### src/rtl/pp_pkg.sv
`default_nettype none
// ============================================================================
//  Module      : pp_pkg
//  Description : Shared types and default sizes for the ping-pong controller.
//  Revision    : 1.0  initial release
// ============================================================================
package pp_pkg;

    localparam int PP_DATA_WIDTH = 32;
    localparam int PP_DEPTH      = 16;
    localparam int PP_ADDRW      = 4;

    typedef enum logic [1:0] {
        BANK_EMPTY    = 2'd0,
        BANK_FILLING  = 2'd1,
        BANK_FULL     = 2'd2,
        BANK_DRAINING = 2'd3
    } bank_state_e;

    // One-hot bank enable from a bank select bit (bit0 = bank0).
    function automatic logic [1:0] bank_onehot(input logic sel);
        return sel ? 2'b10 : 2'b01;
    endfunction

endpackage : pp_pkg
`default_nettype wire

### src/rtl/pp_bank_fsm.sv
`default_nettype none
// ============================================================================
//  Module      : pp_bank_fsm
//  Description : Occupancy state machine for one RAM bank of the ping-pong pair.
//  Revision    : 1.0  initial release
// ============================================================================
module pp_bank_fsm
    import pp_pkg::*;
(
    input  logic clk,
    input  logic aresetn,
    input  logic i_wr_acc,
    input  logic i_wr_last,
    input  logic i_rd_acc,
    input  logic i_rd_last,
    output logic o_writable,
    output logic o_readable
);

    bank_state_e r_state;
    bank_state_e w_next;

    always_ff @(posedge clk or negedge aresetn) begin
        if (!aresetn) begin
            r_state <= BANK_EMPTY;
        end else begin
            r_state <= w_next;
        end
    end

    always_comb begin
        w_next = r_state;
        case (r_state)
            BANK_EMPTY: begin
                if (i_wr_acc) begin
                    w_next = i_wr_last ? BANK_FULL : BANK_FILLING;
                end
            end
            BANK_FILLING: begin
                if (i_wr_acc && i_wr_last) begin
                    w_next = BANK_FULL;
                end
            end
            BANK_FULL: begin
                if (i_rd_acc) begin
                    w_next = i_rd_last ? BANK_EMPTY : BANK_DRAINING;
                end
            end
            BANK_DRAINING: begin
                if (i_rd_acc && i_rd_last) begin
                    w_next = BANK_EMPTY;
                end
            end
            default: w_next = BANK_EMPTY;
        endcase
    end

    // Writable and readable are mutually exclusive, so a bank is never
    // written and read in the same cycle.
    always_comb begin
        o_writable = (r_state == BANK_EMPTY) || (r_state == BANK_FILLING);
        o_readable = (r_state == BANK_FULL)  || (r_state == BANK_DRAINING);
    end

endmodule : pp_bank_fsm
`default_nettype wire

### src/rtl/ping_pong_ctrl.sv
`default_nettype none
// ============================================================================
//  Module      : ping_pong_ctrl
//  Description : Two-bank ping-pong buffer controller between an input and an
//                output stream, driving two external single-cycle-read RAMs.
//  Revision    : 1.0  initial release
// ============================================================================
module ping_pong_ctrl
    import pp_pkg::*;
#(
    parameter int DATA_WIDTH = PP_DATA_WIDTH,
    parameter int DEPTH      = PP_DEPTH,
    parameter int ADDRW      = PP_ADDRW
) (
    input  logic                  clk,
    input  logic                  aresetn,

    input  logic [DATA_WIDTH-1:0] s_axis_tdata,
    input  logic                  s_axis_tvalid,
    input  logic                  s_axis_tlast,
    output logic                  s_axis_tready,

    output logic [DATA_WIDTH-1:0] m_axis_tdata,
    output logic                  m_axis_tvalid,
    output logic                  m_axis_tlast,
    input  logic                  m_axis_tready,

    output logic [1:0]            ram_ena,
    output logic [1:0]            ram_enb,
    output logic                  ram_wea,
    output logic [ADDRW-1:0]      ram_addra,
    output logic [ADDRW-1:0]      ram_addrb,
    output logic [DATA_WIDTH-1:0] ram_dia,
    input  logic [DATA_WIDTH-1:0] ram0_dob,
    input  logic [DATA_WIDTH-1:0] ram1_dob,

    output logic                  err_frame,
    output logic [15:0]           frame_cnt
);

    localparam logic [ADDRW-1:0] c_LAST_ADDR = ADDRW'(DEPTH - 1);

    logic             r_wr_sel;
    logic             r_rd_sel;
    logic [ADDRW-1:0] r_wr_addr;
    logic [ADDRW-1:0] r_rd_addr;
    logic             r_err_frame;
    logic [15:0]      r_frame_cnt;

    logic [1:0]       w_writable;
    logic [1:0]       w_readable;
    logic [1:0]       w_bank_wr_acc;
    logic [1:0]       w_bank_rd_acc;
    logic             w_wr_ready;
    logic             w_wr_hs;
    logic             w_wr_last;
    logic             w_rd_valid;
    logic             w_rd_hs;
    logic             w_rd_last;

    assign w_wr_ready = w_writable[r_wr_sel];
    assign w_wr_hs    = s_axis_tvalid && w_wr_ready;
    assign w_wr_last  = (r_wr_addr == c_LAST_ADDR);

    assign w_rd_valid = w_readable[r_rd_sel];
    assign w_rd_hs    = w_rd_valid && m_axis_tready;
    assign w_rd_last  = (r_rd_addr == c_LAST_ADDR);

    assign w_bank_wr_acc = w_wr_hs ? bank_onehot(r_wr_sel) : 2'b00;
    assign w_bank_rd_acc = w_rd_hs ? bank_onehot(r_rd_sel) : 2'b00;

    generate
        for (genvar gi = 0; gi < 2; gi++) begin : g_bank
            pp_bank_fsm u_fsm (
                .clk        (clk),
                .aresetn    (aresetn),
                .i_wr_acc   (w_bank_wr_acc[gi]),
                .i_wr_last  (w_wr_last),
                .i_rd_acc   (w_bank_rd_acc[gi]),
                .i_rd_last  (w_rd_last),
                .o_writable (w_writable[gi]),
                .o_readable (w_readable[gi])
            );
        end
    endgenerate

    // Bank closure depends only on the word count, never on tlast.
    always_ff @(posedge clk or negedge aresetn) begin
        if (!aresetn) begin
            r_wr_sel  <= 1'b0;
            r_wr_addr <= '0;
        end else if (w_wr_hs) begin
            if (w_wr_last) begin
                r_wr_sel  <= ~r_wr_sel;
                r_wr_addr <= '0;
            end else begin
                r_wr_addr <= r_wr_addr + 1'b1;
            end
        end
    end

    always_ff @(posedge clk or negedge aresetn) begin
        if (!aresetn) begin
            r_rd_sel    <= 1'b0;
            r_rd_addr   <= '0;
            r_frame_cnt <= '0;
        end else if (w_rd_hs) begin
            if (w_rd_last) begin
                r_rd_sel    <= ~r_rd_sel;
                r_rd_addr   <= '0;
                r_frame_cnt <= r_frame_cnt + 16'd1;
            end else begin
                r_rd_addr <= r_rd_addr + 1'b1;
            end
        end
    end

    always_ff @(posedge clk or negedge aresetn) begin
        if (!aresetn) begin
            r_err_frame <= 1'b0;
        end else if (w_wr_hs && (s_axis_tlast != w_wr_last)) begin
            r_err_frame <= 1'b1;
        end
    end

    always_comb begin
        s_axis_tready = w_wr_ready;
        ram_ena       = w_bank_wr_acc;
        ram_wea       = w_wr_hs;
        ram_addra     = r_wr_addr;
        ram_dia       = s_axis_tdata;

        m_axis_tvalid = w_rd_valid;
        m_axis_tlast  = w_rd_valid && w_rd_last;
        m_axis_tdata  = r_rd_sel ? ram1_dob : ram0_dob;
        ram_enb       = w_rd_valid ? bank_onehot(r_rd_sel) : 2'b00;
        ram_addrb     = r_rd_addr;

        err_frame     = r_err_frame;
        frame_cnt     = r_frame_cnt;
    end

endmodule : ping_pong_ctrl
`default_nettype wire

### config.mk
export PLATFORM = sky130hd
export DESIGN_NAME = ping_pong_ctrl
export DESIGN_NICKNAME = d
export VERILOG_FILES = /design/src/rtl/pp_pkg.sv /design/src/rtl/pp_bank_fsm.sv /design/src/rtl/ping_pong_ctrl.sv
export SDC_FILE = /design/constraint.sdc
export NUM_CORES = 1
export LEC_CHECK = 0
export CORE_ASPECT_RATIO = 1.1
export CORE_MARGIN = 3
export CORE_UTILIZATION = 32
export CTS_CLUSTER_DIAMETER = 100
export DETAILED_ROUTE_END_ITERATION = 6
export GPL_ROUTABILITY_DRIVEN = 0
export PLACE_DENSITY = 0.87
export SYNTH_ARGS = -nofsm -noshare
export SYNTH_HDL_FRONTEND = slang
export SYNTH_SLANG_ARGS = --single-unit
### constraint.sdc
create_clock -name clk -period 4.2 [get_ports clk]
set_input_delay 1.26 -clock clk [delete_from_list [all_inputs] [get_ports clk]]
set_output_delay 1.26 -clock clk [all_outputs]
set_load 0.1 [all_outputs]
After elaboration in Yosys (flattened, before gate mapping). Index checks and enable logic that the tools add are counted.

$add $sub $neg: 3. $lt $le $gt $ge: 2. Eq/ne operators: 17. Mux-type cells: 24. Bitwise gates (word level): 2. Reduce and logical (&&, ||, !) cells: 18.

Operators by type and width (number): $mux 32 (1); $mux 2 (15); $add 16x1->16 const B (1); $pmux 2 s4 (2); $add 4x1->4 const B (2); $eq 2x2->1 const B (4); $eq 4x4->1 const B (2); $logic_and 1x1->1 (8); $mux 4 (2); $ne 2x1->1 const B (4); $ne 2x2->1 const B (4); $reduce_and 4->1 (2); $eq 2x1->1 const B (2); $logic_not 2->1 (2); $logic_or 1x1->1 (4); $lt 1x2->1 const B (2); $mux 1 (4); $reduce_and 2->1 (2); $not 1->1 (2); $ne 1x1->1 (1).

Flip-flop bits (word level): 31. Bits of input ports: 101. Output and inout bits: 97. Word-level logic and storage cells: 74.

Logic depth before layout (Yosys ltp). Gate-level depths: netlist (run 1).

Depth in word-level cells: 9. Mapped depth: 5. Depth with buffers taken out: 5.

Hierarchy. A second synthesis (run 1) with hierarchy kept.

Cell total of the unflattened synthesis: 196. Area total of the unflattened synthesis: 2013.2 um^2.

Modules (own cells, without submodules): ping_pong_ctrl (instances 1, cells each 184, area an instance 1915.6 um^2, seq. area each 675.6 um^2); pp_bank_fsm (instances 2, cells each 6, area an instance 48.8 um^2, seq. area each 25.0 um^2).

Least setup slack after synthesis (run 1). No wires, ideal clock.

Path type: reg2out. Start point: reg g_bank[1].u_fsm.r_state[1]. End point: out ram_wea. Arrival: 3184 ps. Required time: 2940 ps. Path slack: -244 ps. Stages on the path, launching flop included: 4. Path buffers: 0. Cells stage by stage: dfrtp_1 -> mux2i_1 -> nand2_1 -> inv_1.

Word-level cells in the longest chain between the ends: 5. Elaborated cells on any way between the ends: 6. Those cells by class: eq/ne (1); mux (2); reduce/logical (3).

Ends and longest elaborated chain: from (decl) (line pp_bank_fsm.sv:20) `bank_state_e r_state;`; from (signal assigned) (line pp_bank_fsm.sv:27) `r_state <= w_next;`; $eq 2x1->1 or $logic_not 2->1 (tied branches) (line pp_bank_fsm.sv:61) `o_writable = (r_state == BANK_EMPTY) || (r_state == BANK_FILLING);`; $logic_or 1x1->1 * (line pp_bank_fsm.sv:61); $mux 1 (not written as such) * (2 in a row) (line ping_pong_ctrl.sv:61) `assign w_wr_ready = w_writable[r_wr_sel];`; named net s_axis_tready (line ping_pong_ctrl.sv:21) `output logic s_axis_tready,`; $logic_and 1x1->1 * (line ping_pong_ctrl.sv:62) `assign w_wr_hs = s_axis_tvalid && w_wr_ready;`; to (decl) (line ping_pong_ctrl.sv:30) `output logic ram_wea,`.

Mark *: on every way through the listed nets, which the timed path passes. The rest lies on a longest branch. The select of a mux whose other input is x is not followed.

Worst setup path in the final report (run 1).
Start point: in s_axis_tvalid. End point: out ram_ena[0].

Word-level cells in the longest chain between the ends: 2.

Ends and longest elaborated chain: from (decl) (line ping_pong_ctrl.sv:19) `input logic s_axis_tvalid,`; $logic_and 1x1->1 (line ping_pong_ctrl.sv:62); $mux 2 (line ping_pong_ctrl.sv:69) `assign w_bank_wr_acc = w_wr_hs ? bank_onehot(r_wr_sel) : 2'b00;`; to (decl) (line ping_pong_ctrl.sv:28) `output logic [1:0] ram_ena,`.

Every way passes these cells.

==> results of run 1 <==
## cells in the final DEF, fill, tap and decap left out, drive strengths merged
| cell type | n |
|---|---|
| a21bo | 1 |
| a21o | 2 |
| a21oi | 1 |
| a22o | 1 |
| and2 | 1 |
| and3 | 2 |
| buf | 42 |
| clkbuf | 5 |
| clkdlybuf4s50 | 93 |
| clkinv | 2 |
| clkinvlp | 1 |
| dfrtp | 29 |
| ha | 3 |
| inv | 4 |
| mux2 | 34 |
| mux2i | 3 |
| nand2 | 22 |
| nand3 | 9 |
| nand4 | 6 |
| nor2 | 9 |
| nor2b | 1 |
| nor3 | 2 |
| nor3b | 1 |
| nor4 | 3 |
| nor4b | 1 |
| o21ai | 3 |
| o31ai | 1 |
| o41ai | 1 |
| xnor2 | 13 |
| xor2 | 5 |
## synthesized netlist by cell type (2+ instances only)
cell type                  n  area [um^2]
sky130_fd_sc_hd__buf_2     3        15.01
sky130_fd_sc_hd__and3_1    2        12.51
sky130_fd_sc_hd__nand2_1  22        82.58
sky130_fd_sc_hd__mux2i_1   2        20.02
sky130_fd_sc_hd__o21ai_0   3        15.01
sky130_fd_sc_hd__xnor2_1  13        113.9
sky130_fd_sc_hd__nor2_1    9        33.78
sky130_fd_sc_hd__ha_1      3        37.54
sky130_fd_sc_hd__inv_1     4        15.01
sky130_fd_sc_hd__mux2_2   34        382.9
sky130_fd_sc_hd__dfrtp_1  29        725.7
sky130_fd_sc_hd__nand4_1   5        31.28
sky130_fd_sc_hd__nor3_1    2        10.01
sky130_fd_sc_hd__xor2_1    5        43.79
sky130_fd_sc_hd__a21o_1    2        15.01
sky130_fd_sc_hd__buf_4    34        255.2
sky130_fd_sc_hd__nand3_1   9        45.04
## critical path, cell delays in order
cell                              delay (ns)
sky130_fd_sc_hd__clkdlybuf4s50_1        0.51
sky130_fd_sc_hd__nor3b_1                0.42
sky130_fd_sc_hd__buf_12                 0.24
## registers in the layout (all words and copies together) (netlist names)
register and cells:
ram_addrb 4, frame_cnt 16, g_bank.u_fsm.r_state 2, r_rd_sel 1, ram_addra 4, r_wr_sel 1, err_frame 1
## report_power, final
| group | internal (mW) | total [mW] | switching, mW |
|---|---|---|---|
| registers | 0.329 | 0.398 | 0.0686 |
| clock network | 0.114 | 0.221 | 0.107 |
| logic | 0.416 | 1.31 | 0.897 |
| total | 0.859 | 1.93 | 1.07 |
## through the flow
stage / worst slack [ns] / hold WS [ns] / utilization
after global routing: 0.4466 / 0.5072 / 0.6084
final: 0.5062 / 0.4558 / 0.6084
after detailed placement: 0.5213 / 0.4513 / 0.5938
after CTS: 0.4939 / 0.4660 / 0.6084
after floorplan: 0.1911 / 0.5559 / -
after global placement: 0.5123 / 0.4430 / 0.5938
## area by class of cell
cell class / count / area [um^2]
Sequential cell: 29 / 725.7
Clock inverter: 3 / 17.52
Clock buffer: 5 / 68.82
Multi-Input combinational cell: 125 / 991.0
Fill cell: 479 / 2316
Inverter: 4 / 15.01
Timing Repair Buffer: 135 / 1684
Tap cell: 77 / 96.34
## cell families (layout without fill, tap and decap cells)
| logic type | Yosys count | in the layout | synth area share |
|---|---|---|---|
| flops | 29 | 29 | 0.3625 |
| buf+inv | 42 | 147 | 0.1444 |
| xor+xnor | 18 | 18 | 0.07875 |
| mux | 37 | 37 | 0.2125 |
| simple gates | 57 | 57 | 0.1481 |
| compound gates | 10 | 10 | 0.03500 |
| fa+ha+maj | 3 | 3 | 0.01875 |
## layer usage
metal,vias to the layer above,track usage
li1,851,-
met1,863,0.1694
met2,103,0.3148
met3,10,0.1069
met4,6,0.04608
met5,-,0
## worst max path at each step
stage,end,start,slack [ns],cells past startpoint
global placement,ram_ena[0],s_axis_tvalid,0.51,3
finish,ram_ena[0],s_axis_tvalid,0.51,3
CTS,ram_ena[0],s_axis_tvalid,0.49,3
global route,ram_ena[0],s_axis_tvalid,0.45,3
detailed placement,ram_ena[0],s_axis_tvalid,0.52,3
floorplan,m_axis_tlast,ram_addrb[0]$_DFFE_PN0N_,0.19,3
==> impl_metrics.xml, run 1 <==
<?xml version="1.0" encoding="UTF-8"?>
<metrics>
  <group name="outcome">
    <metric name="outcome" unit="">complete, no violations</metric>
  </group>
  <group name="final_layout">
    <metric name="final_nets" unit="">404</metric>
    <metric name="antenna_cells" unit="">0</metric>
    <metric name="drive_above_1_share" unit="">0.2990</metric>
    <metric name="finish.cell_count_without_fillers" unit="">378</metric>
    <metric name="post-route-cell-area" unit="mm^2">0.003598</metric>
    <metric name="flow.area_growth_from_synthesis" unit="%">79.75</metric>
  </group>
  <group name="die">
    <metric name="fp-row-count" unit="">29</metric>
    <metric name="area_of_the_die" unit="mm^2">0.007242</metric>
    <metric name="floorplan.initialDensity" unit="">0.3385</metric>
    <metric name="die_y" unit="um">88.96</metric>
    <metric name="io_pins" unit="">198</metric>
    <metric name="core_area" unit="mm^2">0.005914</metric>
    <metric name="die-width" unit="um">81.42</metric>
  </group>
  <group name="yosys">
    <metric name="synth_warnings" unit="">0</metric>
    <metric name="number_of_synthesized_flops_with_an_enable_pin" unit="">0</metric>
    <metric name="syn-num-nets" unit="">300</metric>
    <metric name="seq_area_frac_synth" unit="">0.3625</metric>
    <metric name="ys_seq_elements" unit="">29</metric>
    <metric name="synth_async_sr_flop_share" unit="">1.000</metric>
    <metric name="synth_area_per_inst" unit="um^2">10.21</metric>
    <metric name="dominantRegCellSynth" unit="">sky130_fd_sc_hd__dfrtp_1</metric>
    <metric name="post_synth_instance_area" unit="mm^2">0.002002</metric>
    <metric name="yosysUniqueCellTypes" unit="">32</metric>
    <metric name="synthesized_instance_count" unit="">196</metric>
  </group>
  <group name="cts">
    <metric name="numCtsBuffers" unit="">5</metric>
    <metric name="post_cts_resize_count" unit="">0</metric>
    <metric name="clock_tree.htree_level_count" unit="">2</metric>
    <metric name="insertion_delay" unit="ns">0.28</metric>
    <metric name="cts.repair_timing.setup_buffer_count" unit="">0</metric>
    <metric name="path_clk_slew" unit="ns">0.06</metric>
    <metric name="cts_tree" unit="">done</metric>
    <metric name="clk_path_buf_depth" unit="">2</metric>
    <metric name="tritoncts_num_sinks" unit="">29</metric>
    <metric name="clock_tree.root_cell" unit="">sky130_fd_sc_hd__clkbuf_8</metric>
    <metric name="hold_buf_cts" unit="">0</metric>
  </group>
  <group name="setup_path">
    <metric name="rr_endpoint" unit="">frame_cnt[12]$_DFFE_PN0P_</metric>
    <metric name="worst_path_required" unit="ns">2.94</metric>
    <metric name="setup_cp_type" unit="">input port to output pin</metric>
    <metric name="launching_point_of_the_worst_reg2reg_path" unit="">ram_addrb[0]$_DFFE_PN0N_</metric>
    <metric name="worstRegToRegCells" unit="">5</metric>
    <metric name="endpoint_kind" unit="">output pin</metric>
    <metric name="crit_arrival" unit="ns">2.43</metric>
    <metric name="timing.critical_path.from_type" unit="">input port</metric>
    <metric name="crit_path_max_fanout" unit="">3</metric>
    <metric name="ff2ff_setup_slack" unit="ns">2.30</metric>
  </group>
  <group name="worst_hold_path">
    <metric name="min_path_cells" unit="">1</metric>
    <metric name="min_delay_worst_endpoint" unit="">err_frame$_DFFE_PN0P_</metric>
    <metric name="min-delay-start" unit="">err_frame$_DFFE_PN0P_</metric>
    <metric name="hold_class" unit="">flop to flop</metric>
  </group>
  <group name="run">
    <metric name="drv.max_cap_violation_count" unit="">0</metric>
  </group>
  <group name="routing">
    <metric name="ant_nets" unit="">0</metric>
    <metric name="first_pass_drt_iterations" unit="">4</metric>
    <metric name="dr_wl_met3" unit="um">1077</metric>
    <metric name="wl_met2" unit="um">3231</metric>
    <metric name="routed_wirelength" unit="um">6476</metric>
    <metric name="route.detailed.wl_per_inst" unit="um">17.13</metric>
    <metric name="met1Wirelength" unit="um">2100</metric>
    <metric name="via_per_inst" unit="">4.849</metric>
    <metric name="drt_iter0_drcs" unit="">23</metric>
    <metric name="top_layer" unit="">met5</metric>
    <metric name="vias" unit="">1833</metric>
    <metric name="post-route-drc-count" unit="">0</metric>
  </group>
  <group name="power_and_ir_drop">
    <metric name="worst_ir_drop_vdd" unit="mV">0.2709</metric>
    <metric name="cellPowerDensity" unit="mW/mm^2">537.1</metric>
    <metric name="p_total" unit="mW">1.933</metric>
    <metric name="power.static_leakage" unit="nW">1.537</metric>
  </group>
  <group name="global_routing">
    <metric name="grt_overflow_total" unit="">0</metric>
    <metric name="grtUsageTotal" unit="">0.1758</metric>
    <metric name="first_global_vias" unit="">1851</metric>
    <metric name="grt_first_pass_wirelength" unit="um">9563</metric>
    <metric name="grt_max_degree" unit="">38</metric>
    <metric name="grt_antenna_before_repair" unit="">3</metric>
  </group>
  <group name="timing">
    <metric name="timing.final.crit_share" unit="">0.8795</metric>
    <metric name="timing.setup.tns" unit="ns">0</metric>
    <metric name="min_period" unit="ns">3.694</metric>
    <metric name="timing_max_transition_violations_final" unit="">0</metric>
    <metric name="actual_transition_at_the_worst_max_transition_pin" unit="ns">1.001</metric>
    <metric name="rsz0062_at_grt" unit="">false</metric>
    <metric name="slew_headroom" unit="">0.3304</metric>
    <metric name="setup_violations" unit="">0</metric>
    <metric name="timing.fmax" unit="GHz">0.2707</metric>
    <metric name="skew" unit="ns">0.007955</metric>
    <metric name="finalHoldViolations" unit="">0</metric>
  </group>
  <group name="placement">
    <metric name="placed_cell_area" unit="mm^2">0.003512</metric>
    <metric name="dpl.hpwl" unit="um">5315</metric>
    <metric name="port_buffers" unit="">133</metric>
    <metric name="numPlacedInstances" unit="">370</metric>
  </group>
</metrics>
Power figures use the tool's default switching activity.
==> run 2: changes to the inputs <==
--- a/config.mk
+++ b/config.mk
@@ -12,6 +12,7 @@
 export DETAILED_ROUTE_END_ITERATION = 6
 export GPL_ROUTABILITY_DRIVEN = 0
 export PLACE_DENSITY = 0.87
+export SLEW_MARGIN = 10
 export SYNTH_ARGS = -nofsm -noshare
 export SYNTH_HDL_FRONTEND = slang
 export SYNTH_SLANG_ARGS = --single-unit
==> results of run 2 <==
The final DEF is identical to that of run 1; final timing and power are the same.
==> run 3: changes to the inputs <==
==> constraint.sdc (replaced) <==
create_clock -name clk -period 4.71 [get_ports clk]
set_input_delay 1.413 -clock clk [delete_from_list [all_inputs] [get_ports clk]]
set_output_delay 1.413 -clock clk [all_outputs]
set_load 0.1 [all_outputs]
==> run 3 against run 2 <==
  * Register-to-register slack better by 0.43 ns
  * Core utilization fell by 6.2 points
  * Combinational power fell by 19%
  * Highest routed layer is now met3
  * Largest cell class unchanged
  * Via count fell by 2.1%
  * Die area unchanged
  * Critical path type unchanged
  * Clock-buffer cell count up 1
  * Largest power group unchanged
  * Critical path depth stayed put
  * Setup slack gained 0.21 ns
  * Clock power is 21% higher
  * Sequential share of layout area up 2.3 points
  * Sequential cell count did not move
==> impl_metrics.xml, run 3 (same netlist as run 1, synthesis figures left out) <==
<?xml version="1.0" encoding="UTF-8"?>
<metrics>
  <group name="timing">
    <metric name="timing_max_transition_violations_final" unit="">0</metric>
    <metric name="timing.fmax" unit="GHz">0.2504</metric>
    <metric name="timing.final.crit_share" unit="">0.8479</metric>
    <metric name="timing.setup.tns" unit="ns">0</metric>
    <metric name="skew" unit="ns">0.005579</metric>
    <metric name="rsz0062_at_grt" unit="">false</metric>
    <metric name="min_period" unit="ns">3.994</metric>
    <metric name="setup_violations" unit="">0</metric>
    <metric name="slew_headroom" unit="">0.3330</metric>
    <metric name="worst_hold_slack" unit="ns">0.4594</metric>
    <metric name="actual_transition_at_the_worst_max_transition_pin" unit="ns">0.9974</metric>
    <metric name="finalHoldViolations" unit="">0</metric>
  </group>
  <group name="die">
    <metric name="io_pins" unit="">198</metric>
    <metric name="fp-row-count" unit="">29</metric>
    <metric name="area_of_the_die" unit="mm^2">0.007242</metric>
    <metric name="die-width" unit="um">81.42</metric>
    <metric name="die_y" unit="um">88.96</metric>
    <metric name="core_area" unit="mm^2">0.005914</metric>
    <metric name="floorplan.initialDensity" unit="">0.3385</metric>
  </group>
  <group name="cts">
    <metric name="hold_buf_cts" unit="">0</metric>
    <metric name="insertion_delay" unit="ns">0.28</metric>
    <metric name="clock_tree.root_cell" unit="">sky130_fd_sc_hd__clkbuf_8</metric>
    <metric name="cts.repair_timing.setup_buffer_count" unit="">0</metric>
    <metric name="post_cts_resize_count" unit="">0</metric>
    <metric name="path_clk_slew" unit="ns">0.06</metric>
    <metric name="clk_path_buf_depth" unit="">2</metric>
    <metric name="cts_tree" unit="">done</metric>
    <metric name="clock_tree.htree_level_count" unit="">2</metric>
    <metric name="numCtsBuffers" unit="">5</metric>
    <metric name="tritoncts_num_sinks" unit="">29</metric>
  </group>
  <group name="setup_path">
    <metric name="cp_slowest_cell" unit="">sky130_fd_sc_hd__clkdlybuf4s50_1</metric>
    <metric name="timing.critical_path.slowest_cell_delay" unit="ns">0.49</metric>
    <metric name="worst_path_required" unit="ns">3.30</metric>
    <metric name="crit_chain" unit="">clkdlybuf4s50_1, nor3b_1, buf_12</metric>
    <metric name="crit_path_max_fanout" unit="">3</metric>
    <metric name="timing.critical_path.from_type" unit="">input port</metric>
    <metric name="setup_cp_type" unit="">input port to output pin</metric>
    <metric name="crit_arrival" unit="ns">2.58</metric>
    <metric name="cpLargestDelayFamily" unit="">buffers and inverters</metric>
    <metric name="critical_path.n_buffers_inverters" unit="">2</metric>
    <metric name="endpoint_kind" unit="">output pin</metric>
  </group>
  <group name="placement">
    <metric name="placed_cell_area" unit="mm^2">0.003110</metric>
    <metric name="dpl.hpwl" unit="um">4767</metric>
    <metric name="port_buffers" unit="">133</metric>
    <metric name="numPlacedInstances" unit="">370</metric>
  </group>
  <group name="final_layout">
    <metric name="final_nets" unit="">404</metric>
    <metric name="post-route-cell-area" unit="mm^2">0.003231</metric>
    <metric name="finish.cell_count_without_fillers" unit="">378</metric>
    <metric name="final_common_cell" unit="">sky130_fd_sc_hd__clkdlybuf4s50_1</metric>
    <metric name="drive_above_1_share" unit="">0.2924</metric>
    <metric name="leading_cell_types_in_the_layout_fill_and_taps_excluded" unit="">sky130_fd_sc_hd__clkdlybuf4s50_1 (94), sky130_fd_sc_hd__buf_4 (38), sky130_fd_sc_hd__mux2_2 (34), sky130_fd_sc_hd__dfrtp_1 (29), sky130_fd_sc_hd__nand2_1 (22)</metric>
    <metric name="flow.area_growth_from_synthesis" unit="%">61.38</metric>
    <metric name="largest_register_ff_count" unit="">16</metric>
    <metric name="antenna_cells" unit="">0</metric>
  </group>
  <group name="run">
    <metric name="drv.max_cap_violation_count" unit="">0</metric>
  </group>
  <group name="routing">
    <metric name="routed_wirelength" unit="um">5841</metric>
    <metric name="first_pass_drt_iterations" unit="">4</metric>
    <metric name="met1Wirelength" unit="um">1959</metric>
    <metric name="drt_iter0_drcs" unit="">23</metric>
    <metric name="vias" unit="">1795</metric>
    <metric name="top_layer" unit="">met3</metric>
    <metric name="via_per_inst" unit="">4.749</metric>
    <metric name="post-route-drc-count" unit="">0</metric>
    <metric name="route.detailed.wl_per_inst" unit="um">15.45</metric>
    <metric name="ant_nets" unit="">0</metric>
    <metric name="dr_wl_met3" unit="um">773</metric>
    <metric name="wl_met2" unit="um">3109</metric>
  </group>
  <group name="outcome">
    <metric name="outcome" unit="">complete, no violations</metric>
  </group>
  <group name="global_routing">
    <metric name="first_global_vias" unit="">1725</metric>
    <metric name="grt_max_degree" unit="">30</metric>
    <metric name="grtUsageTotal" unit="">0.1501</metric>
    <metric name="grt_overflow_total" unit="">0</metric>
    <metric name="grt_antenna_before_repair" unit="">0</metric>
    <metric name="grt_first_pass_wirelength" unit="um">8404</metric>
  </group>
  <group name="power_and_ir_drop">
    <metric name="worst_ir_drop_vdd" unit="mV">0.3058</metric>
    <metric name="cellPowerDensity" unit="mW/mm^2">521.0</metric>
    <metric name="power.static_leakage" unit="nW">1.403</metric>
    <metric name="p_total" unit="mW">1.683</metric>
  </group>
  <group name="worst_hold_path">
    <metric name="hold_class" unit="">flop to flop</metric>
  </group>
</metrics>
## run 3: cell count changes in the layout (fill, tap and decap cells not counted), sizes merged
cell,previous run,this run
clkinv,2,0
bufinv,0,1
buf,42,41
clkdlybuf4s50,93,94
clkbuf,5,6
## run 3: layer usage
| metal | track usage | vias up |
|---|---|---|
| li1 | - | 849 |
| met1 | 0.1536 | 849 |
| met2 | 0.2889 | 97 |
| met3 | 0.05948 | 0 |
| met4 | 0.02458 | 0 |
| met5 | 0 | - |
## run 3: stage by stage
stage,util,worst slack (ns)
2_1_floorplan,-,0.1128
3_3_place_gp,0.5259,0.7604
3_5_place_dp,0.5259,0.7086
4_1_cts,0.5462,0.7021
5_1_grt,0.5462,0.6614
6_report,0.5462,0.7162
## run 3: cell type report
type                       count  area [um^2]
fill                         535         2684
tap                           77        96.34
clock buffer                   6        82.58
multi-input combinational    125        987.2
sequential                    29        725.7
clock inverter                 2        37.54
timing repair buffer         135         1286
inverter                       4        15.01
## run 3: worst paths after layout
kind,slack (ns),start,cells past startpoint,to
worst max-delay path,0.72,s_axis_tvalid,3,ram_ena[0]
worst min-delay path,0.46,err_frame$_DFFE_PN0P_,1,err_frame$_DFFE_PN0P_
worst max register to register,2.73,r_rd_sel$_DFFE_PN0P_,4,frame_cnt[12]$_DFFE_PN0P_
worst min register to register,0.46,err_frame$_DFFE_PN0P_,1,err_frame$_DFFE_PN0P_
max in group asynchronous,2.92,aresetn,2,ram_addrb[0]$_DFFE_PN0N_
min in group asynchronous,1.52,aresetn,2,frame_cnt[7]$_DFFE_PN0P_
## run 3: worst reg2reg max path, cell delays in order, from the launching register on
cell and delay, ns:
sky130_fd_sc_hd__dfrtp_1 0.78, sky130_fd_sc_hd__mux2i_4 0.25, sky130_fd_sc_hd__nor4_2 0.52, sky130_fd_sc_hd__nand4_1 0.17, sky130_fd_sc_hd__xnor2_1 0.15
## run 3: power breakdown
part	internal (mW)	switching [mW]
clock	0.172	0.0955
sequential	0.293	0.0641
combinational	0.284	0.774
total	0.750	0.934
